===== src/rtl/mem_pkg.sv =====
// mem_pkg: shared encodings for the memory stage (sizes, mem_ctrl fields, branch ops, FSM states)
package mem_pkg;
  localparam logic [1:0] SZ_B = 2'b00;
  localparam logic [1:0] SZ_H = 2'b01;
  localparam logic [1:0] SZ_W = 2'b10;
  localparam logic [1:0] SZ_D = 2'b11;
  localparam int CTL_LOAD  = 0;
  localparam int CTL_STORE = 1;
  localparam int CTL_UNS   = 2;
  localparam int CTL_SIZE  = 3;
  localparam int CTL_BOP   = 5;
  localparam logic [1:0] BOP_BEQ = 2'b01;
  localparam logic [1:0] BOP_BNE = 2'b10;
  typedef enum logic {S_IDLE, S_REQ} state_e;
  function automatic logic [7:0] size_mask(input logic [1:0] sz);
    return sz == SZ_B ? 8'h01 : sz == SZ_H ? 8'h03 : sz == SZ_W ? 8'h0F : 8'hFF;
  endfunction
endpackage


===== src/rtl/mem_align.sv =====
// mem_align: load lane extraction/extension, store lane replication, byte enables and alignment check
module mem_align import mem_pkg::*; #(
  parameter int XLEN = 32
) (
  input  logic [1:0]        size,
  input  logic              uns,
  input  logic [XLEN-1:0]   addr,
  input  logic [XLEN-1:0]   rt_data,
  input  logic [XLEN-1:0]   rdata,
  output logic [XLEN-1:0]   load_data,
  output logic [XLEN-1:0]   wdata,
  output logic [XLEN/8-1:0] be,
  output logic              misalign
);
  localparam int NB = XLEN / 8;
  localparam int OW = $clog2(NB);
  logic [OW-1:0]   off;
  logic [XLEN-1:0] sh;
  logic [XLEN-1:0] keep;
  logic [7:0]      mask8;
  logic            sgn;
  always_comb begin
    off = addr[OW-1:0];
    sh = rdata >> {off, 3'b000};
    mask8 = size_mask(size);
    be = mask8[NB-1:0] << off;
    // dword on a 32-bit datapath cannot be issued, so it is reported like a misaligned access
    misalign = (size == SZ_D && XLEN == 32) || (size == SZ_H && addr[0]) ||
               (size == SZ_W && |addr[1:0]) || (size == SZ_D && |addr[2:0]);
    wdata = size == SZ_B ? {NB{rt_data[7:0]}} : size == SZ_H ? {NB/2{rt_data[15:0]}} :
            size == SZ_W ? {XLEN/32{rt_data[31:0]}} : rt_data;
    keep = ~({XLEN{1'b1}} << (8 << size));
    sgn = size == SZ_B ? sh[7] : size == SZ_H ? sh[15] : size == SZ_W ? sh[31] : sh[XLEN-1];
    load_data = (sh & keep) | ({XLEN{sgn & ~uns}} & ~keep);
  end
endmodule


===== src/rtl/mem_lsu.sv =====
// mem_lsu: memory stage with branch resolution, req/ack cache access and MEM/WB register
module mem_lsu import mem_pkg::*; #(
  parameter int XLEN      = 32,
  parameter int BPT_IDX_W = 8,
  parameter int REG_W     = 5
) (
  input  logic                 clk,
  input  logic                 reset,
  input  logic                 ex_valid,
  input  logic [XLEN-1:0]      branch_pc,
  input  logic [XLEN-1:0]      next_pc,
  input  logic [6:0]           mem_ctrl,
  input  logic [1:0]           wb_ctrl,
  input  logic [XLEN-1:0]      rt_data,
  input  logic [XLEN-1:0]      alu_out,
  input  logic [XLEN-1:0]      recover_taken,
  input  logic                 prediction,
  input  logic [REG_W-1:0]     write_reg,
  output logic                 mem_req,
  output logic                 mem_we,
  output logic [XLEN-1:0]      mem_addr,
  output logic [XLEN-1:0]      mem_wdata,
  output logic [XLEN/8-1:0]    mem_be,
  input  logic                 mem_ack,
  input  logic [XLEN-1:0]      mem_rdata,
  output logic                 stall,
  output logic                 flush,
  output logic                 branch_result,
  output logic                 bpt_we,
  output logic [BPT_IDX_W-1:0] bpt_waddr,
  output logic [XLEN:0]        bpt_wdata,
  output logic                 misalign,
  output logic                 wb_valid,
  output logic [XLEN-1:0]      wb_mem_out,
  output logic [XLEN-1:0]      wb_alu_out,
  output logic [REG_W-1:0]     wb_write_reg,
  output logic [1:0]           wb_ctrl_q
);
  localparam int NB = XLEN / 8;
  localparam int OW = $clog2(NB);
  state_e            state_q, state_d;
  logic              mem_req_q, mem_req_d, mem_we_q, mem_we_d;
  logic [XLEN-1:0]   mem_addr_q, mem_addr_d, mem_wdata_q, mem_wdata_d;
  logic [NB-1:0]     mem_be_q, mem_be_d;
  logic              wb_valid_q, wb_valid_d;
  logic [XLEN-1:0]   wb_mem_out_q, wb_mem_out_d, wb_alu_out_q, wb_alu_out_d;
  logic [REG_W-1:0]  wb_write_reg_q, wb_write_reg_d;
  logic [1:0]        wb_ctrl_d, wb_ctrl_r;
  logic [XLEN-1:0]   ld_data, st_wdata;
  logic [NB-1:0]     st_be;
  logic              mis_raw, is_ld, is_st, mem_op;
  logic [1:0]        bop;
  logic              unused_ok;
  mem_align #(.XLEN(XLEN)) u_align (
    .size(mem_ctrl[CTL_SIZE +: 2]), .uns(mem_ctrl[CTL_UNS]), .addr(alu_out),
    .rt_data(rt_data), .rdata(mem_rdata), .load_data(ld_data), .wdata(st_wdata),
    .be(st_be), .misalign(mis_raw)
  );
  assign is_st = mem_ctrl[CTL_STORE];
  assign is_ld = mem_ctrl[CTL_LOAD] & ~is_st;
  assign mem_op = is_ld | is_st;
  assign bop = mem_ctrl[CTL_BOP +: 2];
  assign misalign = ex_valid & mem_op & mis_raw;
  assign branch_result = ex_valid & ((bop == BOP_BEQ && alu_out == '0) || (bop == BOP_BNE && alu_out != '0));
  assign flush = ex_valid & ((branch_result != prediction) | (branch_result & (next_pc != recover_taken)));
  assign bpt_we = ex_valid & (bop == BOP_BEQ || bop == BOP_BNE);
  assign bpt_waddr = branch_pc[BPT_IDX_W+1:2];
  assign bpt_wdata = {recover_taken, branch_result};
  assign unused_ok = ^{branch_pc[XLEN-1:BPT_IDX_W+2], branch_pc[1:0]};
  always_comb begin
    state_d = state_q;
    mem_req_d = mem_req_q;
    mem_we_d = mem_we_q;
    mem_addr_d = mem_addr_q;
    mem_wdata_d = mem_wdata_q;
    mem_be_d = mem_be_q;
    stall = 1'b0;
    if (state_q == S_IDLE) begin
      if (ex_valid & mem_op & ~mis_raw) begin
        stall = 1'b1;
        state_d = S_REQ;
        mem_req_d = 1'b1;
        mem_we_d = is_st;
        mem_addr_d = {alu_out[XLEN-1:OW], {OW{1'b0}}};
        mem_wdata_d = st_wdata;
        mem_be_d = st_be;
      end
    end else begin
      stall = ~mem_ack;
      if (mem_ack) begin
        state_d = S_IDLE;
        mem_req_d = 1'b0;
        mem_we_d = 1'b0;
      end
    end
    wb_valid_d = stall ? wb_valid_q : ex_valid & ~misalign;
    wb_mem_out_d = stall ? wb_mem_out_q : ld_data;
    wb_alu_out_d = stall ? wb_alu_out_q : alu_out;
    wb_write_reg_d = stall ? wb_write_reg_q : write_reg;
    wb_ctrl_d = stall ? wb_ctrl_r : wb_ctrl;
  end
  always_ff @(posedge clk or negedge reset) begin
    if (!reset) begin
      state_q <= S_IDLE;
      mem_req_q <= 1'b0;
      mem_we_q <= 1'b0;
      mem_addr_q <= '0;
      mem_wdata_q <= '0;
      mem_be_q <= '0;
      wb_valid_q <= 1'b0;
      wb_mem_out_q <= '0;
      wb_alu_out_q <= '0;
      wb_write_reg_q <= '0;
      wb_ctrl_r <= '0;
    end else begin
      state_q <= state_d;
      mem_req_q <= mem_req_d;
      mem_we_q <= mem_we_d;
      mem_addr_q <= mem_addr_d;
      mem_wdata_q <= mem_wdata_d;
      mem_be_q <= mem_be_d;
      wb_valid_q <= wb_valid_d;
      wb_mem_out_q <= wb_mem_out_d;
      wb_alu_out_q <= wb_alu_out_d;
      wb_write_reg_q <= wb_write_reg_d;
      wb_ctrl_r <= wb_ctrl_d;
    end
  end
  assign mem_req = mem_req_q;
  assign mem_we = mem_we_q;
  assign mem_addr = mem_addr_q;
  assign mem_wdata = mem_wdata_q;
  assign mem_be = mem_be_q;
  assign wb_valid = wb_valid_q;
  assign wb_mem_out = wb_mem_out_q;
  assign wb_alu_out = wb_alu_out_q;
  assign wb_write_reg = wb_write_reg_q;
  assign wb_ctrl_q = wb_ctrl_r;
endmodule


===== config.mk =====
export PLATFORM = sky130hd
export DESIGN_NAME = mem_lsu
export DESIGN_NICKNAME = d
export VERILOG_FILES = /design/src/rtl/mem_pkg.sv /design/src/rtl/mem_align.sv /design/src/rtl/mem_lsu.sv
export SDC_FILE = /design/constraint.sdc
export NUM_CORES = 1
export LEC_CHECK = 0
export BUFFER_PORTS_ARGS = -buffer_cell sky130_fd_sc_hd__clkbuf_2
export CAP_MARGIN = 40
export CELL_PAD_IN_SITES_DETAIL_PLACEMENT = 0
export CELL_PAD_IN_SITES_GLOBAL_PLACEMENT = 1
export CORE_ASPECT_RATIO = 1.75
export CORE_MARGIN = 2
export CORE_UTILIZATION = 30
export DETAILED_ROUTE_END_ITERATION = 10
export PLACE_DENSITY_LB_ADDON = 0.08
export SYNTH_ARGS = -nofsm -noshare
export SYNTH_HDL_FRONTEND = slang
export SYNTH_SLANG_ARGS = --single-unit

===== constraint.sdc =====
create_clock -name clk -period 2.19 [get_ports clk]
set_input_delay 0.3285 -clock clk [delete_from_list [all_inputs] [get_ports clk]]
set_output_delay 0.3285 -clock clk [all_outputs]
set_load 0.02 [all_outputs]

==> flow_summary.ini <==
[timing]
slew_headroom_pct = 60.3
hold_viol_final = 0
timing.final.crit_share_pct = 102
setup_ws_ns = -0.0357
slew_violations = 0
tightest_slew_ns = 0.596
fmax_ghz = 0.449
skew_ns = 0.00825
rsz0062_at_grt = yes
setup_viol = 1
fin_worst_hold_slack_ns = 0.0973
fin_crit_ns = 2.23

[clock_network]
clock_latency_ns = 0.43
cts_made_buffers = 17
postCtsSetupRepairBufs = 0
cts_tree = built
clk_pin_slew_ns = 0.05
htree_levels = 4
clockBufferDepth = 2
cts_root_buf = clkbuf_16
cts.sinks = 141

[critical_path]
crit_path_max_incr_delay_ns = 0.31
worstPathRequired_ns = 1.86
startpoint_type = primary input
crit_path_end_kind = output pin
cp_slowest_cell = nor4_4
cp_cell_sequence = buf_2 > nor4_4 > buf_4 > nand4_1 > o21a_1 > o21a_1 > mux2i_1 > clkbuf_4
cp_max_fo = 3
crit_type = in2out
arrival_ns = 1.90
worst_path_most_repeated_cell = o21a_1

[place]
placedCellCount = 1335
gp_congestion = 0.761
placed_area_mm2 = 0.00903
dp_hpwl_mm = 18.6
portBuffers = 356

[die]
core-area_mm2 = 0.0232
die_y_um = 207
die-area_mm2 = 0.0249
num_io_pins = 399
fp-row-count = 74
start_util_pct = 30.4
die_w_um = 120

[pwr]
combPwrFrac_pct = 30.2
p_int_w = 0.00594
p_switching_w = 0.00313
p_seq_share_pct = 38.0
ir_drop_mv = 0.466
switching_share_pct = 34.5
p_per_area_mw_per_mm2 = 937
power_w = 0.00907
p_clk_share_pct = 31.8
cellLeakagePower_nw = 5.10

[route]
vias = 6093
highest_layer = met4
wl_met2_mm = 13.0
drtAntennaViolNets = 0
m1WireLength_mm = 8.63
routed-wl-met3_mm = 1.48
remaining_drc_errors = 0
wl_per_cell_um = 17.3
vias_per_cell = 4.45
drt-total-wl_mm = 23.6
drt-initial-drc-count = 244
first_pass_iters = 4

[grt]
grt_pass1_vias = 6201
grt_use_total_pct = 19.2
grt_pass1_wl_mm = 35.9
grt_max_degree = 55
antenna_found_initial = 0
grt-ovfl-total = 0

[finish]
post-route-cell-area_mm2 = 0.00967
fin_cells = 1368
diodes = 0
area_delta_synth_final_pct = 36.8
utilization_pct = 41.6
fin_nets = 1264
layout-drive-gt1-share_pct = 45.3

[logic_synthesis]
syn_inst = 721
synth_top_area_cell = dfrtp_1
ys_warn_count = 0
synthArstFlopShare_pct = 100
synth-seq-cells = 141
synth_area_mm2 = 0.00707
yosysUniqueCellTypes = 40
synth_flop_cell = dfrtp_1
synthTopCellsByArea = dfrtp_1 50%, nand2_1 10%, mux2_2 7.3%, mux2i_1 5.7%, buf_4 4.7%
synth_edf_count = 0
yosysTopAreaCellShare_pct = 49.9
syn_avg_cell_area_um2 = 9.81
ys_seq_area_share_pct = 49.9

[run_status]
violations = setup timing
status = finished with violations

[run]
cap_violations = 0

[worst_hold_path]
hp-class = in2reg
worst max-delay path, delay by kind of cell:
| kind | cells | cell delay, ns |
|---|---|---|
| and+or+nand+nor | 2 | 0.51 |
| buffers and inverters | 3 | 0.47 |
| AOI/OAI and AO/OA | 2 | 0.44 |
| muxes | 1 | 0.15 |
final timing paths:
path | from | to | slack (ns) | cells past startpoint
max in group asynchronous | reset | wb_mem_out[12] | 1.11 | 3
hold / removal | write_reg[2] | wb_write_reg[2] | 0.1 | 3
min in group asynchronous | reset | wb_mem_out[17] | 0.42 | 2
setup reg to reg | state_q | wb_mem_out[30] | 0.57 | 5
hold reg to reg | wb_ctrl_q[1] | wb_ctrl_q[1] | 0.47 | 2
setup / recovery | alu_out[9] | flush | -0.04 | 8
metrics by stage:
step | TNS (ns) | setup slack (ns)
2_1_floorplan | 0 | 0.00521
3_3_place_gp | -1.24 | -0.283
3_5_place_dp | -1.20 | -0.244
4_1_cts | -0.0863 | -0.0576
5_1_grt | -0.208 | -0.129
6_report | -0.0357 | -0.0357
cells in the mapped netlist (all sizes together), types with 4 or more instances:
cell type    n
clkbuf      15
a31oi       16
buf         72
nand2      189
inv          6
dfrtp      141
nor4        15
nor2        39
mux2i       41
mux2        47
xor2        31
o21ai       52
a21oi       24
o21a         4
placed cells by master, fill, tap and decap left out, types with 2 or more instances in the layout:
| master | n |
|---|---|
| clkbuf_2 | 352 |
| nand2_1 | 188 |
| dfrtp_1 | 141 |
| mux2_2 | 46 |
| mux2i_1 | 40 |
| nor2_1 | 39 |
| o21ai_0 | 34 |
| buf_4 | 34 |
| xor2_1 | 31 |
| a21oi_1 | 24 |
| o21ai_1 | 17 |
| clkbuf_16 | 17 |
| a31oi_1 | 16 |
| nor4_1 | 12 |
| buf_12 | 6 |
| inv_1 | 5 |
| clkbuf_1 | 5 |
| clkbuf_8 | 5 |
| nand4_1 | 3 |
| nor4_4 | 3 |
| nor3_1 | 3 |
| o21a_1 | 3 |
| nand3_1 | 3 |
| o31ai_1 | 3 |
| clkinv_2 | 3 |
| o22ai_1 | 2 |
| or2_2 | 2 |
| nor2b_1 | 2 |
| ha_1 | 2 |
| conb_1 | 2 |
| bufinv_16 | 2 |
layer usage:
metal  global-route usage (%)  vias up
met3                     5.20       27
met4                     7.06        0
met2                     35.8      245
met1                     20.3     2793
met5                        0        -
li1                         -     3028
cell type report:
type / count / area [µm²]
Multi-Input combinational cell: 488 / 2980
Clock inverter: 6 / 82.6
Tap cell: 304 / 380
Sequential cell: 141 / 3530
Timing Repair Buffer: 397 / 2180
Inverter: 6 / 22.5
Fill cell: 2447 / 13600
Clock buffer: 26 / 499
power groups by stage:
stage / Combinational, W / Sequential (W) / Clock [W]
6_report: 0.00274 / 0.00345 / 0.00288
3_3_place_gp: 0.00278 / 0.00347 / 0
5_1_grt: 0.00297 / 0.00352 / 0.00311
2_1_floorplan: 0.000950 / 0.00416 / 0
4_1_cts: 0.00280 / 0.00346 / 0.00299
3_5_place_dp: 0.00279 / 0.00350 / 0
cells by family after synthesis:
group,synth area share [%]
buf+inv,8.83
compound gates,8.40
other cells,0.0530
flops,49.9
mux,13.5
simple gates,15.0
fa+ha+maj,0.354
xor+xnor,3.96
what timing repair did:
item	in CTS	in global routing
gates resized for setup	9	1
endpoints found under the hold margin	41	0
hold buffers	1	0
gates cloned	0	0
endpoints found under the setup margin	3	3
No activity file was read; power rests on OpenSTA's default activity.
